File: src/rtl/alu_issue_ctrl.sv
// Issue controller for the 32-bit ripple ALU: decodes R-type instructions, reads a 32x32
// register file, drives the ALU operand/function pins, samples its result and writes back.
module alu_issue_ctrl #(
  parameter int unsigned ALU_SETTLE = 1
) (
  input  logic        clk,
  input  logic        reset,
  input  logic        instr_valid,
  input  logic [31:0] instr,
  output logic        instr_ready,
  input  logic        wr_en,
  input  logic [4:0]  wr_addr,
  input  logic [31:0] wr_data,
  input  logic [4:0]  dbg_addr,
  output logic [31:0] dbg_data,
  output logic [31:0] dataA,
  output logic [31:0] dataB,
  output logic [5:0]  signal,
  output logic        alu_reset,
  input  logic [31:0] alu_dataOut,
  output logic        done,
  output logic        illegal,
  output logic [31:0] result
);

  localparam logic [1:0] IDLE = 2'd0;
  localparam logic [1:0] OPR  = 2'd1;
  localparam logic [1:0] EXE  = 2'd2;
  localparam logic [1:0] WB   = 2'd3;

  localparam logic [5:0] F_ADD = 6'b100000;
  localparam logic [5:0] F_SUB = 6'b100010;
  localparam logic [5:0] F_AND = 6'b100100;
  localparam logic [5:0] F_OR  = 6'b100101;
  localparam logic [5:0] F_SLT = 6'b101010;

  localparam logic [3:0] SETTLE_LAST = 4'(ALU_SETTLE - 1);

  logic [1:0]  state;
  logic [4:0]  ir_rs;
  logic [4:0]  ir_rt;
  logic [4:0]  ir_rd;
  logic [5:0]  ir_funct;
  logic [3:0]  cnt;
  logic        illegal_q;
  logic [31:0] rf [32];

  // The shift amount field has no meaning for the supported functions.
  logic unused_shamt;
  assign unused_shamt = ^instr[10:6];

  function automatic logic is_legal(input logic [31:0] i);
    return (i[31:26] == 6'b000000) &&
           (i[5:0] inside {F_ADD, F_SUB, F_AND, F_OR, F_SLT});
  endfunction

  assign instr_ready = (state == IDLE);
  assign alu_reset   = (state != EXE);
  assign done        = (state == WB);
  assign illegal     = illegal_q;
  assign dbg_data    = (dbg_addr == 5'd0) ? 32'h0 : rf[dbg_addr];

  // NOTE: sequential state uses non-blocking assignments so every register samples
  // pre-edge values; blocking here would create order-dependent simulation/synthesis mismatch.
  always_ff @(posedge clk or negedge reset) begin
    if (!reset) begin
      state     <= IDLE;
      ir_rs     <= '0;
      ir_rt     <= '0;
      ir_rd     <= '0;
      ir_funct  <= '0;
      cnt       <= '0;
      illegal_q <= 1'b0;
      dataA     <= '0;
      dataB     <= '0;
      signal    <= '0;
      result    <= '0;
      // NOTE: the register file must read all-zero after reset, so it is built from
      // resettable flops rather than an inferred RAM macro.
      for (int i = 0; i < 32; i++) rf[i] <= '0;
    end else begin
      case (state)
        IDLE: begin
          // Preload lands at this edge, so the OPR read one cycle later already sees it.
          if (wr_en && wr_addr != 5'd0) rf[wr_addr] <= wr_data;
          if (instr_valid) begin
            ir_rs    <= instr[25:21];
            ir_rt    <= instr[20:16];
            ir_rd    <= instr[15:11];
            ir_funct <= instr[5:0];
            if (is_legal(instr)) begin
              state <= OPR;
            end else begin
              state     <= WB;
              illegal_q <= 1'b1;
            end
          end
        end
        OPR: begin
          dataA  <= (ir_rs == 5'd0) ? 32'h0 : rf[ir_rs];
          dataB  <= (ir_rt == 5'd0) ? 32'h0 : rf[ir_rt];
          signal <= ir_funct;
          cnt    <= '0;
          state  <= EXE;
        end
        EXE: begin
          if (cnt == SETTLE_LAST) begin
            result <= alu_dataOut;
            state  <= WB;
          end else begin
            cnt <= cnt + 4'd1;
          end
        end
        WB: begin
          if (!illegal_q && ir_rd != 5'd0) rf[ir_rd] <= result;
          illegal_q <= 1'b0;
          state     <= IDLE;
        end
        default: state <= IDLE;
      endcase
    end
  end

endmodule

File: config.mk
export PLATFORM = sky130hd
export DESIGN_NAME = alu_issue_ctrl
export DESIGN_NICKNAME = d
export VERILOG_FILES = /design/src/rtl/alu_issue_ctrl.sv
export SDC_FILE = /design/constraint.sdc
export NUM_CORES = 2
export LEC_CHECK = 0
export CORE_ASPECT_RATIO = 0.75
export CORE_MARGIN = 5
export CORE_UTILIZATION = 55
export CTS_CLUSTER_SIZE = 30
export DETAILED_ROUTE_END_ITERATION = 10
export PLACE_DENSITY = 0.73
export RECOVER_POWER = 50
export SLEW_MARGIN = 20
export SYNTH_ARGS = -nofsm -noshare
export SYNTH_HDL_FRONTEND = slang
export SYNTH_SLANG_ARGS = --single-unit
File: constraint.sdc
create_clock -name clk -period 8.2 [get_ports clk]
set_input_delay 2.05 -clock clk [delete_from_list [all_inputs] [get_ports clk]]
set_output_delay 2.05 -clock clk [all_outputs]
set_load 0.01 [all_outputs]
==> flow_metrics.env <==
export IMPL_status="finished with violations"
export IMPL_violations="DRC, capacitance limit, slew limit"
export IMPL_synth_seq_area_share=0.375
export IMPL_drc=1
export IMPL_path_clk_slew_ns=0.06
export IMPL_setup_worst_path_start_class="input port"
export IMPL_p_per_area_nw_per_um2=305
export IMPL_clock_latency_ns=0.82
export IMPL_cts_resized=0
export IMPL_required_ns=6.15
export IMPL_fin_crit_sh=0.893
export IMPL_crit_type="in2out"
export IMPL_crit_fanout=33
export IMPL_hold_class="reg2reg"
export IMPL_end_kind="output port"
export IMPL_post_cts_buffers=0
export IMPL_fp_dieW_um=442
export IMPL_fin_setup_tns_ns=0
export IMPL_maxCapViolCount=11
export IMPL_viasPerCell=8.51
export IMPL_nNetsFinal=6121
export IMPL_synth_seq_cells=1154
export IMPL_async_reset_ff_frac=1.00
export IMPL_clock_skew_ns=0.0459
export IMPL_crit_top_cell="buf_4"
export IMPL_synthFlopType="dfrtp_1"
export IMPL_ir_drop_mv=0.393
export IMPL_cts_buffer_depth=3
export IMPL_hold_viol=0
export IMPL_cts_max_level=3
export IMPL_detailedRoute_firstIterationViolations=12100
export IMPL_row_count=118
export IMPL_slowest_delay_ns=0.54
export IMPL_grt_pass1_vias=66400
export IMPL_cts_hold_buf=0
export IMPL_critical_path_arrival_ns=5.27
export IMPL_drt_total_wl_um=336000
export IMPL_cts_tree="built"
export IMPL_cts_root_buf="clkbuf_16"
export IMPL_crit_slowest_cell="mux4_2"
export IMPL_grt_max_degree=174
export IMPL_cts_made_buffers=120
export IMPL_ant_nets=0
export IMPL_wl_per_cell_um=42.1
export IMPL_ys_warn_count=0
export IMPL_maxSlewViolCount=818
export IMPL_port_buffer_count=242
export IMPL_core_area_um2=138000
export IMPL_gp_congestion=0.936
export IMPL_design_area_um2=84400
export IMPL_total_power_mw=25.7
export IMPL_antenna_found_initial=20
export IMPL_start_util=0.556
export IMPL_maxSlewHeadroom=-2.41
export IMPL_io_pins=248
export IMPL_crit_chain="buf_8 > buf_4 > buf_4 > mux4_2 > mux2i_1 > a2bb2oi_1 > o21ai_1 > clkdlybuf4s50_1"
export IMPL_grt_overflow_total=0
export IMPL_area_growth_pct=9.70
export IMPL_die_height_um=334
export IMPL_synth_fp_nets=6345
export IMPL_tightest_slew_ns=5.11
export IMPL_die_area_um2=148000
export IMPL_synth_edf_count=0
export IMPL_drtPass1Iterations=11
export IMPL_rrSetupSlack_ns=1.92
export IMPL_leakagePower_nw=34.8
export IMPL_clock_fmax_mhz=137
export IMPL_fin_crit_ns=7.32
export IMPL_avgSynthCellArea_um2=12.4
export IMPL_finalSetupViolations=0
export IMPL_vias=67900
export IMPL_clock_sinks=1154
export IMPL_grt_util_all_layers=0.438
export IMPL_drive_above_1_share=0.350
export IMPL_timing_hold_ws_ns=0.504
export IMPL_rsz0062_at_grt="false"
export IMPL_grt_pass1_wl_um=475000
export IMPL_hpwl_um=182000
export IMPL_synth_area_um2=76900
export IMPL_ys_types=61
export IMPL_syn_inst=6229
export IMPL_dpl_instance_area_um2=80100
power breakdown:
part / leakage (nW) / switching (mW) / internal, mW
sequential: 15.9 / 1.30 / 6.52
clock: 2.16 / 2.58 / 3.58
combinational: 16.8 / 7.56 / 4.17
cell families (layout without fill, tap and decap cells):
kind of cell,Yosys count,after routing,synth area share
AO/OA/AOI/OAI,1548,1548,0.134
other,0,11,0
AND/OR/NAND/NOR,512,512,0.0365
multiplexers,2170,2170,0.400
buffers and inverters,839,721,0.0526
adder cells (fa/ha/maj),6,6,0.000976
flip-flops,1154,1154,0.375
routing by layer:
metal / wire length (um) / vias to the layer above / GRT usage
met5: 1010 / - / 0.0457
met4: 30900 / 36 / 0.303
met3: 66300 / 2241 / 0.276
met2: 129000 / 7413 / 0.572
met1: 108000 / 33700 / 0.523
li1: - / 24500 / -
Yosys cell counts (7+ instances only):
cell type	instances	area, um^2
buf_4	105	788
nor2b_1	7	43.8
o21ai_1	32	160
a22oi_1	33	248
inv_1	8	30.0
a21oi_1	63	315
a211oi_2	19	238
clkbuf_1	556	2090
nor3_1	7	35.0
nand3_1	19	95.1
nor2_1	134	503
buf_1	23	86.3
o21ai_0	40	200
or4_1	66	495
mux4_2	606	13600
o211ai_1	62	465
buf_6	49	552
mux2_1	136	1530
o22ai_1	1117	6990
nand2b_1	100	626
a22o_1	60	526
dfrtp_1	1154	28900
and3b_1	7	61.3
a2111oi_0	66	578
a211oi_4	12	240
a2bb2oi_1	32	280
nand2_1	117	439
mux2_2	980	11000
buf_2	92	460
mux2i_1	442	4420
cell usage in the layout, fill, tap and decap left out, types with 6 or more instances in the layout:
cell	count
and3b_1	7
nand2b_1	95
nand3_2	14
inv_1	8
mux2_2	980
o21ai_1	32
buf_12	14
mux2i_1	442
clkinv_2	30
clkbuf_8	27
clkdlybuf4s50_1	233
o211ai_1	62
nand2_1	108
clkbuf_16	121
mux4_2	606
o21ai_0	38
o22ai_1	1117
a21oi_1	63
nand2_2	9
nor4b_2	8
a2111oi_0	66
clkbuf_1	23
mux2_1	136
a22oi_1	33
nor3_1	8
mux4_1	6
bufinv_16	20
a22o_1	60
buf_4	212
dfrtp_1	1146
or4_1	66
nand3b_1	6
nor2_1	134
diode_2	11
and4bb_2	6
nor2b_1	7
a2bb2oi_1	32
a211oi_4	31
path summary, 6_finish.rpt:
path                                         start                      end  cells after the start
setup / recovery                       dbg_addr[0]             dbg_data[10]                      8
hold / removal             ir_funct[1]$_DFFE_PN0P_  ir_funct[1]$_DFFE_PN0P_                      1
setup reg to reg              state[1]$_DFFE_PN0P_    dataB[20]$_DFFE_PN0P_                      7
hold reg to reg            ir_funct[1]$_DFFE_PN0P_  ir_funct[1]$_DFFE_PN0P_                      1
max in group asynchronous                    reset      rf[321]$_DFFE_PN0P_                      3
min in group asynchronous                    reset    dataB[22]$_DFFE_PN0P_                      1
worst max-delay path, delay by kind of cell:
kind | cells | cell delay (ns)
AO/OA/AOI/OAI | 2 | 0.69
multiplexers | 2 | 0.74
buffers and inverters | 4 | 1.71
flip-flops by register name, indices dropped and copies added, names as in the netlist:
register  flops
ir_funct      6
ir_rd         5
ir_rs         5
cnt           4
rf         1024
ir_rt         5
signal        6
state         2
result       32
illegal       1
dataB        32
dataA        32
per-stage QoR:
stage | std cells | setup slack, ns | util
2_1_floorplan | 6229 | 2.35 | -
3_3_place_gp | 7741 | 1.10 | 0.578
3_5_place_dp | 7741 | 1.05 | 0.578
4_1_cts | 7969 | 1.04 | 0.610
5_1_grt | 7972 | 0.438 | 0.609
6_report | 7982 | 0.876 | 0.609
layout make-up:
type                    instances  area [um^2]
clock inverters                64          895
flip-flops and latches       1154        28900
well taps                    1860         2330
repair buffers                483         4410
inverters                      10         37.5
fillers                     10700        54100
multi-input cells            4236        44300
diodes                         11         27.5
clock buffers                 164         3460
Note: power is estimated with default switching activity, not from simulation.
